`src/rtl/wishbone_line_master.sv`:
```
// -----------------------------------------------------------------------------
// wishbone_line_master
//
// Connects one CPU datapath port (instruction fetch or data memory) to a
// Wishbone bus whose data path is a full cache line wide. Each CPU access is
// turned into a single-beat line transfer with the addressed word steered
// into its lane. A one-entry read line buffer answers repeat reads to the
// same line without touching the bus. An optional ACK timeout aborts a stuck
// access and reports it through cpu_err.
//
// Parameters
//   ADDR_BITS       CPU byte-address width
//   WORD_BITS       CPU word width (multiple of 8, power of 2)
//   LINE_BITS       bus line width (power-of-2 multiple of WORD_BITS)
//   BUFFER_EN       1 = line buffer enabled, 0 = every access uses the bus
//   TIMEOUT_CYCLES  BUS cycles without ACK before abort, 0 = never abort
//
// Ports
//   clk, rst        clock, asynchronous active-high reset
//   cpu_req         level request, held until cpu_resp
//   cpu_we          1 = write
//   cpu_addr        byte address (sub-word bits ignored)
//   cpu_wdata       write word
//   cpu_be          write byte enables
//   buf_inv         pulse, invalidates the line buffer
//   cpu_rdata       read word, valid with cpu_resp
//   cpu_resp        one-cycle completion pulse
//   cpu_err         qualifies cpu_resp: access timed out
//   wb_adr          line address
//   wb_dat_m        write line (CPU word replicated in every lane)
//   wb_dat_s        read line from the slave
//   wb_sel          byte selects
//   wb_we, wb_stb, wb_cyc  Wishbone control
//   wb_ack          slave acknowledge
// -----------------------------------------------------------------------------
module wishbone_line_master #(
   parameter int ADDR_BITS      = 16,
   parameter int WORD_BITS      = 16,
   parameter int LINE_BITS      = 128,
   parameter int BUFFER_EN      = 1,
   parameter int TIMEOUT_CYCLES = 0
) (
   input  logic                                      clk,
   input  logic                                      rst,
   input  logic                                      cpu_req,
   input  logic                                      cpu_we,
   input  logic [ADDR_BITS-1:0]                      cpu_addr,
   input  logic [WORD_BITS-1:0]                      cpu_wdata,
   input  logic [WORD_BITS/8-1:0]                    cpu_be,
   input  logic                                      buf_inv,
   output logic [WORD_BITS-1:0]                      cpu_rdata,
   output logic                                      cpu_resp,
   output logic                                      cpu_err,
   output logic [ADDR_BITS-$clog2(LINE_BITS/8)-1:0]  wb_adr,
   output logic [LINE_BITS-1:0]                      wb_dat_m,
   input  logic [LINE_BITS-1:0]                      wb_dat_s,
   output logic [LINE_BITS/8-1:0]                    wb_sel,
   output logic                                      wb_we,
   output logic                                      wb_stb,
   output logic                                      wb_cyc,
   input  logic                                      wb_ack
);

   localparam int WB      = WORD_BITS / 8;
   localparam int LB      = LINE_BITS / 8;
   localparam int OFF     = $clog2(LB);
   localparam int WOFF    = $clog2(WB);
   localparam int IDXW    = OFF - WOFF;
   localparam int NW      = LINE_BITS / WORD_BITS;
   localparam int TAGW    = ADDR_BITS - OFF;
   localparam int TOW     = (TIMEOUT_CYCLES > 1) ? $clog2(TIMEOUT_CYCLES) : 1;
   localparam int TO_LAST = (TIMEOUT_CYCLES > 0) ? TIMEOUT_CYCLES - 1 : 0;

   typedef enum logic [1:0] {
      ST_IDLE,
      ST_BUS,
      ST_DONE
   } state_t;

   // ---------------------------------------------------------------------------
   // State and registered outputs
   // ---------------------------------------------------------------------------
   state_t                 r_state;
   logic                   r_cyc;
   logic                   r_we;
   logic [TAGW-1:0]        r_adr;
   logic [LB-1:0]          r_sel;
   logic [LINE_BITS-1:0]   r_dat_m;
   logic [WORD_BITS-1:0]   r_rdata;
   logic                   r_resp;
   logic                   r_err;
   logic [IDXW-1:0]        r_idx;
   logic [TOW-1:0]         r_to;

   // Line buffer
   logic                   r_valid;
   logic [TAGW-1:0]        r_tag;
   logic [LINE_BITS-1:0]   r_buf;

   // Next-state values
   state_t                 w_state_nxt;
   logic                   w_cyc_nxt;
   logic                   w_we_nxt;
   logic [TAGW-1:0]        w_adr_nxt;
   logic [LB-1:0]          w_sel_nxt;
   logic [LINE_BITS-1:0]   w_dat_m_nxt;
   logic [WORD_BITS-1:0]   w_rdata_nxt;
   logic                   w_resp_nxt;
   logic                   w_err_nxt;
   logic [IDXW-1:0]        w_idx_nxt;
   logic [TOW-1:0]         w_to_nxt;

   // Request decode
   logic [IDXW-1:0]        w_idx;
   logic [TAGW-1:0]        w_tag;
   logic [WB-1:0]          w_sel_word;
   logic [LB-1:0]          w_sel;
   logic [WORD_BITS-1:0]   w_buf_word;
   logic [WORD_BITS-1:0]   w_ack_word;
   logic                   w_hit;
   logic                   w_to_expire;
   logic                   w_fill;
   logic                   w_unused_lsb;

   assign w_idx      = cpu_addr[OFF-1:WOFF];
   assign w_tag      = cpu_addr[ADDR_BITS-1:OFF];
   assign w_sel_word = cpu_we ? cpu_be : '1;

   // Sub-word address bits carry no meaning for a word-aligned port.
   assign w_unused_lsb = ^(cpu_addr & ADDR_BITS'((1 << WOFF) - 1));

   assign w_hit = (BUFFER_EN != 0) && r_valid && !cpu_we && (r_tag == w_tag);

   // Abort fires on the BUS cycle whose count reaches TIMEOUT_CYCLES.
   assign w_to_expire = (TIMEOUT_CYCLES != 0) && (r_to == TOW'(TO_LAST));

   assign w_fill = (r_state == ST_BUS) && wb_ack && !r_we;

   // Lane steering: word selects on the request side, word extraction from
   // the buffer (hit path) and from the returned line (miss path).
   always_comb begin
      w_sel      = '0;
      w_buf_word = '0;
      w_ack_word = '0;
      for (int unsigned i = 0; i < NW; i++) begin
         if (w_idx == IDXW'(i)) begin
            w_sel[i*WB +: WB] = w_sel_word;
            w_buf_word        = r_buf[i*WORD_BITS +: WORD_BITS];
         end
         if (r_idx == IDXW'(i)) begin
            w_ack_word = wb_dat_s[i*WORD_BITS +: WORD_BITS];
         end
      end
   end

   // ---------------------------------------------------------------------------
   // FSM next-state and output logic
   // ---------------------------------------------------------------------------
   always_comb begin
      w_state_nxt = r_state;
      w_cyc_nxt   = r_cyc;
      w_we_nxt    = r_we;
      w_adr_nxt   = r_adr;
      w_sel_nxt   = r_sel;
      w_dat_m_nxt = r_dat_m;
      w_rdata_nxt = r_rdata;
      w_resp_nxt  = 1'b0;
      w_err_nxt   = 1'b0;
      w_idx_nxt   = r_idx;
      w_to_nxt    = r_to;

      case (r_state)
         ST_IDLE: begin
            if (cpu_req) begin
               if (w_hit) begin
                  w_rdata_nxt = w_buf_word;
                  w_resp_nxt  = 1'b1;
                  w_state_nxt = ST_DONE;
               end else begin
                  w_cyc_nxt   = 1'b1;
                  w_we_nxt    = cpu_we;
                  w_adr_nxt   = w_tag;
                  w_sel_nxt   = w_sel;
                  w_dat_m_nxt = {NW{cpu_wdata}};
                  w_idx_nxt   = w_idx;
                  w_to_nxt    = '0;
                  w_state_nxt = ST_BUS;
               end
            end
         end

         ST_BUS: begin
            if (wb_ack) begin
               w_cyc_nxt   = 1'b0;
               w_resp_nxt  = 1'b1;
               w_state_nxt = ST_DONE;
               if (!r_we) begin
                  w_rdata_nxt = w_ack_word;
               end
            end else if (w_to_expire) begin
               w_cyc_nxt   = 1'b0;
               w_resp_nxt  = 1'b1;
               w_err_nxt   = 1'b1;
               w_state_nxt = ST_DONE;
            end else begin
               w_to_nxt = r_to + 1'b1;
            end
         end

         ST_DONE: begin
            w_state_nxt = ST_IDLE;
         end

         default: begin
            w_cyc_nxt   = 1'b0;
            w_state_nxt = ST_IDLE;
         end
      endcase
   end

   always_ff @(posedge clk or posedge rst) begin
      if (rst) begin
         r_state <= ST_IDLE;
         r_cyc   <= 1'b0;
         r_we    <= 1'b0;
         r_adr   <= '0;
         r_sel   <= '0;
         r_dat_m <= '0;
         r_rdata <= '0;
         r_resp  <= 1'b0;
         r_err   <= 1'b0;
         r_idx   <= '0;
         r_to    <= '0;
      end else begin
         r_state <= w_state_nxt;
         r_cyc   <= w_cyc_nxt;
         r_we    <= w_we_nxt;
         r_adr   <= w_adr_nxt;
         r_sel   <= w_sel_nxt;
         r_dat_m <= w_dat_m_nxt;
         r_rdata <= w_rdata_nxt;
         r_resp  <= w_resp_nxt;
         r_err   <= w_err_nxt;
         r_idx   <= w_idx_nxt;
         r_to    <= w_to_nxt;
      end
   end

   // ---------------------------------------------------------------------------
   // Line buffer
   // ---------------------------------------------------------------------------
   // Tag/valid: buf_inv is applied last so it wins over a same-cycle fill.
   always_ff @(posedge clk or posedge rst) begin
      if (rst) begin
         r_valid <= 1'b0;
         r_tag   <= '0;
      end else begin
         if (w_fill) begin
            r_tag   <= r_adr;
            r_valid <= (BUFFER_EN != 0);
         end
         if (buf_inv) begin
            r_valid <= 1'b0;
         end
      end
   end

   // Line data needs no reset: it is never observed while r_valid is low.
   // Write-through merge reuses the registered bus selects and replicated
   // write data, which already hold the enabled bytes in their line lanes.
   always_ff @(posedge clk) begin
      if (w_fill) begin
         r_buf <= wb_dat_s;
      end else if ((r_state == ST_BUS) && wb_ack && r_we && r_valid && (r_tag == r_adr)) begin
         for (int unsigned b = 0; b < LB; b++) begin
            if (r_sel[b]) begin
               r_buf[b*8 +: 8] <= r_dat_m[b*8 +: 8];
            end
         end
      end
   end

   // ---------------------------------------------------------------------------
   // Outputs
   // ---------------------------------------------------------------------------
   assign cpu_rdata = r_rdata;
   assign cpu_resp  = r_resp;
   assign cpu_err   = r_err;
   assign wb_adr    = r_adr;
   assign wb_dat_m  = r_dat_m;
   assign wb_sel    = r_sel;
   assign wb_we     = r_we;
   assign wb_stb    = r_cyc;
   assign wb_cyc    = r_cyc;

endmodule

```
`config.mk`:
```
export PLATFORM = sky130hd
export DESIGN_NAME = wishbone_line_master
export DESIGN_NICKNAME = d
export VERILOG_FILES = /design/src/rtl/wishbone_line_master.sv
export SDC_FILE = /design/constraint.sdc
export NUM_CORES = 1
export LEC_CHECK = 0
export BUFFER_PORTS_ARGS = -buffer_cell sky130_fd_sc_hd__buf_2
export CORE_MARGIN = 1.5
export CORE_UTILIZATION = 38
export CTS_CLUSTER_SIZE = 24
export DETAILED_ROUTE_END_ITERATION = 12
export GPL_TIMING_DRIVEN = 1
export SETUP_SLACK_MARGIN = 0.1
export SLEW_MARGIN = 20
export SYNTH_ARGS = -nofsm -noshare
export SYNTH_HDL_FRONTEND = slang
export SYNTH_SLANG_ARGS = --single-unit
```
`constraint.sdc`:
```
create_clock -name clk -period 2.85 [get_ports clk]
set_clock_uncertainty 0.15 [all_clocks]
set_input_delay 0.285 -clock clk [delete_from_list [all_inputs] [get_ports clk]]
set_output_delay 0.285 -clock clk [all_outputs]
set_load 0.005 [all_outputs]
```
# Word level (Yosys, flattened, before mapping)
# Cells that the tools add are included.
word_totals:
  mem_bits_rw: 0
  latchBits: 0
  inputBits: 168
  rom_bits: 0
  wordCells: 165
  out_inout_bits: 177
  ff_bits: 321
  memories: 0
classes:
  n_reduce_logical: 51
  bitwise_logic: 2
  n_lt_le_gt_ge: 0
  n_addsub: 0
  shift: 0
  eq_ne: 23
  div_mod_pow: 0
  n_mul: 0
  n_mux: 62
op_table:
  columns: ["cell", "n"]
  rows:
  - ["$mux W16", 20]
  - ["$mux W128", 2]
  - ["$mux W8", 16]
  - ["$reduce_bool A2 Y1", 19]
  - ["$reduce_and A2 Y1", 17]
  - ["$pmux W16 S2", 1]
  - ["$eq A12 B12 Y1", 2]
  - ["$eq A3 B3 Y1 const B", 8]
  - ["$mux W2", 12]
  - ["$eq A3 B2 Y1 const B", 4]
  - ["$ne A2 B2 Y1 const B", 5]
  - ["$mux W1", 8]
  - ["$logic_and A1 B1 Y1", 7]
  - ["$eq A3 B1 Y1 const B", 2]
  - ["$logic_not A3 Y1", 2]
  - ["$reduce_and A5 Y1", 1]
  - ["$pmux W2 S2", 1]
  - ["$reduce_and A4 Y1", 1]
  - ["$pmux W1 S3", 1]
  - ["$reduce_and A3 Y1", 1]
  - ["$eq A2 B1 Y1 const B", 1]
  - ["$eq A2 B2 Y1 const B", 1]
  - ["$logic_not A1 Y1", 2]
  - ["$logic_not A2 Y1", 1]
  - ["2 further kinds", 3]

# Logic depth before layout (Yosys ltp)
depth:
  word_depth: 12
  ltp_mapped: 8
  depth_no_buf: 5

# Least setup slack after synthesis
# No wires, ideal clock.
synth_path:
  path_kind: "register -> register"
  startpoint: "register r_adr[7], in the netlist wb_adr[7]"
  endpoint: "register r_buf[0] (enable)"
  t_required_ns: 2.374
  path_slack_ns: 0.535
  path_stages_with_launch: 7
  setup_time_ns: 0.326
  t_arrival_ns: 1.839
  cell_sequence: "dfrtp_1 xor2_1 nor4_1 nand3_1 nor4_4 buf_4 a21o_1"
synth_between:
  elab_chain_cells: 4
synth_lines:
  columns: ["item", "line_no", "text"]
  rows:
  - ["start, declared", "86", "logic [TAGW-1:0] r_adr;"]
  - ["start signal, assigned", "238", "r_adr <= w_adr_nxt;"]
  - ["$eq A12 B12 Y1", "274", "end else if ((r_state == ST_BUS) && wb_ack && r_we && r_valid && (r_tag == r_adr)) begin"]
  - ["$logic_and A1 B1 Y1", "274", null]
  - ["$reduce_bool A2 Y1 (no line)", null, null]
  - ["$reduce_and A2 Y1 (no line)", null, null]
  - ["end signal, assigned", "273", "r_buf <= wb_dat_s;"]
  - ["end signal, assigned by index", "277", "r_buf[b*8 +: 8] <= r_dat_m[b*8 +: 8];"]
  - ["end, declared", "98", "logic [LINE_BITS-1:0] r_buf;"]
# No other way between the ends.
# A chain may end at the register's enable or synchronous reset.

# Worst setup path after layout
layout_path:
  startpoint: "register r_adr[7], in the netlist wb_adr[7]"
  endpoint: "register r_buf[97] (enable)"
# The elaborated chain is that of the path after synthesis.

==> insert_results.sql <==
INSERT INTO impl_metrics (metric_group, metric, value, unit) VALUES
('drt', 'routed_via_count_divided_by_cell_count', '5.28', ''),
('drt', 'detail_route.wl_per_cell', '20.5', 'um'),
('grt', 'gr-max-usage-layer', 'met2', ''),
('timing', 'report.final.hold_viol_count', '0', ''),
('synth', 'synth-xor-area-share', '1.78', '%'),
('synth', 'post_synthesis_compound_gate_area_fraction', '11.3', '%'),
('synth', 'dominantRegCellSynth', 'edfxtp_1', ''),
('pwr', 'vdd.ir_drop.worst', '0.516', 'mV'),
('outcome', 'run_status', 'finished clean', ''),
('synth', 'syn-instance-count', '1139', ''),
('synth', 'synth_top_area_share', '32.5', '%'),
('finish', 'fillCellCount', '2799', ''),
('finish', 'mostFrequentLayoutCell', 'buf_2', ''),
('finish', 'area_occupied_by_multi_input_gates', '4670', 'sq um'),
('grt', 'grtUsageMet2', '40.5', '%'),
('clock_tree', 'numCtsBuffers', '25', ''),
('grt', 'grt_start_max_net_pins', '50', ''),
('clock_tree', 'cts_sinks', '209', ''),
('worst_setup_path', 'critPathCaptureType', 'register', ''),
('floorplanning', 'die_area', '32100', 'sq um'),
('clock_tree', 'tritoncts', 'done', ''),
('grt', 'grt-ovfl-total', '0', ''),
('floorplanning', 'boundaryPins', '345', ''),
('timing', 'timing.max_slew.rel_slack', '40.7', '%'),
('place', 'place_ws', '0.266', 'ns'),
('timing', 'finalSetupViolCount', '0', ''),
('flow_run', 'max_cap_violations', '0', ''),
('pwr', 'power.leakage', '0.00702', 'uW'),
('timing', 'final_max_slew_viol_count', '0', ''),
('clock_tree', 'ctsHtreeMaxLevel', '1', ''),
('floorplanning', 'initial_utilization', '38.6', '%'),
('synth', 'yosys-top-cells-area', 'edfxtp_1, dfrtp_1, nand2_1', ''),
('finish', 'finish.utilization', '51.0', '%'),
('timing', 'setup_repair_after_global_routing_missed_its_margin', 'no', ''),
('timing', 'post-route-period-util', '88.7', '%'),
('synth', 'synth_enable_flop_cells', '128', ''),
('drt', 'routed_wl', '39800', 'um'),
('worst_setup_path', 'worst-endpoint-required', '2.90', 'ns'),
('finish', 'nets', '1696', ''),
('synth', 'largest_family_of_logic_cells_by_synthesized_area', 'simple AND/OR/NAND/NOR gates', ''),
('floorplanning', 'core_area', '30600', 'sq um'),
('grt', 'vias_in_the_first_global_route', '10100', ''),
('timing', 'worst_hold_slack', '0.0106', 'ns'),
('worst_setup_path', 'worstPathMaxFanout', '16', ''),
('finish', 'final_cell_mix', 'buf_2, nand2_1, dlygate4sd3_1, edfxtp_1, dfrtp_1', ''),
('pwr', 'total_power', '13200', 'uW'),
('synth', 'synthesis.nets', '1307', ''),
('floorplanning', 'die_y', '179', 'um'),
('floorplanning', 'fp.dieW', '179', 'um'),
('synth', 'asyncSetResetFlopFracSynth', '38.8', '%'),
('synth', 'yosys_warnings', '0', ''),
('drt', 'drt_iter0_drc', '943', ''),
('place', 'dp_hpwl', '27700', 'um'),
('drt', 'antenna_left', '0', ''),
('worst_hold_path', 'hold_path.class', 'primary input to register', ''),
('timing', 'timing.final.ws_setup', '0.321', 'ns'),
('floorplanning', 'placementRows', '64', ''),
('grt', 'grt_first_pass_wirelength', '57700', 'um'),
('clock_tree', 'cts_setup_buffers', '0', ''),
('clock_tree', 'clockRootBuffer', 'clkbuf_16', ''),
('drt', 'firstDrtPassIters', '5', ''),
('pwr', 'ratio_of_total_power_to_cell_area', '843', 'nW/um^2'),
('worst_setup_path', 'arrival', '2.58', 'ns'),
('finish', 'final_layout_size_suffix_gt1_share', '33.2', '%'),
('worst_setup_path', 'worstSetupPathType', 'register to register', ''),
('synth', 'synth.mux.area_fraction', '12.9', '%'),
('drt', 'detail_route.drc_violations', '0', ''),
('synth', 'synth_sequential_area_ratio', '49.7', '%'),
('synth', 'synth.cell_area', '11800', 'sq um'),
('grt', 'grt_use_met3', '5.03', '%'),
('place', 'numPortBuffers', '342', '');
[synthesized netlist by cell type (3+ instances only)]
master       n
o211ai_1     4
nor3b_1      3
xnor2_1      7
o21ai_0     40
or2_2        4
o31ai_1     12
mux4_2      16
buf_4      122
inv_1       19
nor3_1       7
edfxtp_1   128
nor2_1      10
o221ai_1    19
o31ai_2      3
mux2_4       6
nor2b_1      8
o21a_1       3
nand2b_1     9
a21o_1      16
a22oi_1      5
a21oi_1     44
o22ai_1     16
dfrtp_1     81
o41ai_1      6
clkbuf_1    21
buf_2       36
o22a_1       4
a22o_1       5
nand3_1      7
nand4_1      3
mux2_2      57
xor2_1      17
nand2_1    321
mux2i_1     43
a2111oi_0    3
a221oi_1     9
buf_1        3
[cell families after synthesis]
| family | after synthesis |
|---|---|
| flip-flops | 209 |
| XOR/XNOR | 24 |
| other | 1 |
| AND/OR/NAND/NOR | 383 |
| multiplexers | 122 |
| AO/OA/AOI/OAI | 196 |
| buffers and inverters | 204 |
[flip-flops by register name (all words and copies together) (netlist names)]
signal     count
cpu_rdata     16
wb_dat_m      16
r_buf        128
r_tag         12
cpu_resp       1
r_valid        1
wb_adr        12
r_state        2
wb_we          1
wb_cyc         1
r_idx          3
wb_sel        16
[power breakdown]
part / total, uW / switching (uW) / leakage, uW / internal [uW]
clock network: 3080 / 1280 / 0.000379 / 1810
logic: 5120 / 2760 / 0.00447 / 2360
registers: 4970 / 745 / 0.00217 / 4220
total: 13200 / 4780 / 0.00702 / 8390
[worst max-delay path, cell delays in order, from the launching register on]
cell     delay [ns]
dfrtp_1        0.41
xor2_1         0.17
nor4_1         0.31
nand3_1        0.19
nor4_4         0.29
buf_4          0.25
a21o_1         0.41
[through the flow]
step                instance area (sq um)  std cells
finish                              15600       1945
global route                        15600       1944
CTS                                 15600       1943
detailed placement                  13200       1735
global placement                    13200       1735
floorplan                           11800       1139
[layout make-up]
cell class,count,share of cell area [%]
clock inverters,6,0.457
multi-input cells,726,29.9
inverters,20,0.497
flip-flops and latches,209,37.6
repair buffers,546,23.8
diodes,2,0.0321
clock buffers,40,4.56
well taps,396,3.17
[final timing paths]
kind,start,endpoint,slack (ns),cells past startpoint
max,wb_adr[7],r_buf[97],0.32,6
min,cpu_be[0],wb_sel[14],0.01,3
max reg2reg,wb_adr[7],r_buf[97],0.32,6
min reg2reg,cpu_rdata[7],cpu_rdata[7],0.36,1
max in group asynchronous,rst,cpu_rdata[15],1.67,4
min in group asynchronous,rst,wb_dat_m[122],0.21,3
[per-layer routing]
metal / share of wire, % / vias up
met3: 8.6 / 73
met1: 41 / 4974
li1: - / 4696
met5: 0 / -
met2: 48 / 524
met4: 2.5 / 0
[what timing repair did]
item	CTS	global route
setup endpoints to repair	0	11
hold buffers	162	0
hold endpoints to repair	205	0
resized for setup	0	3
Power figures use the tool's default switching activity.
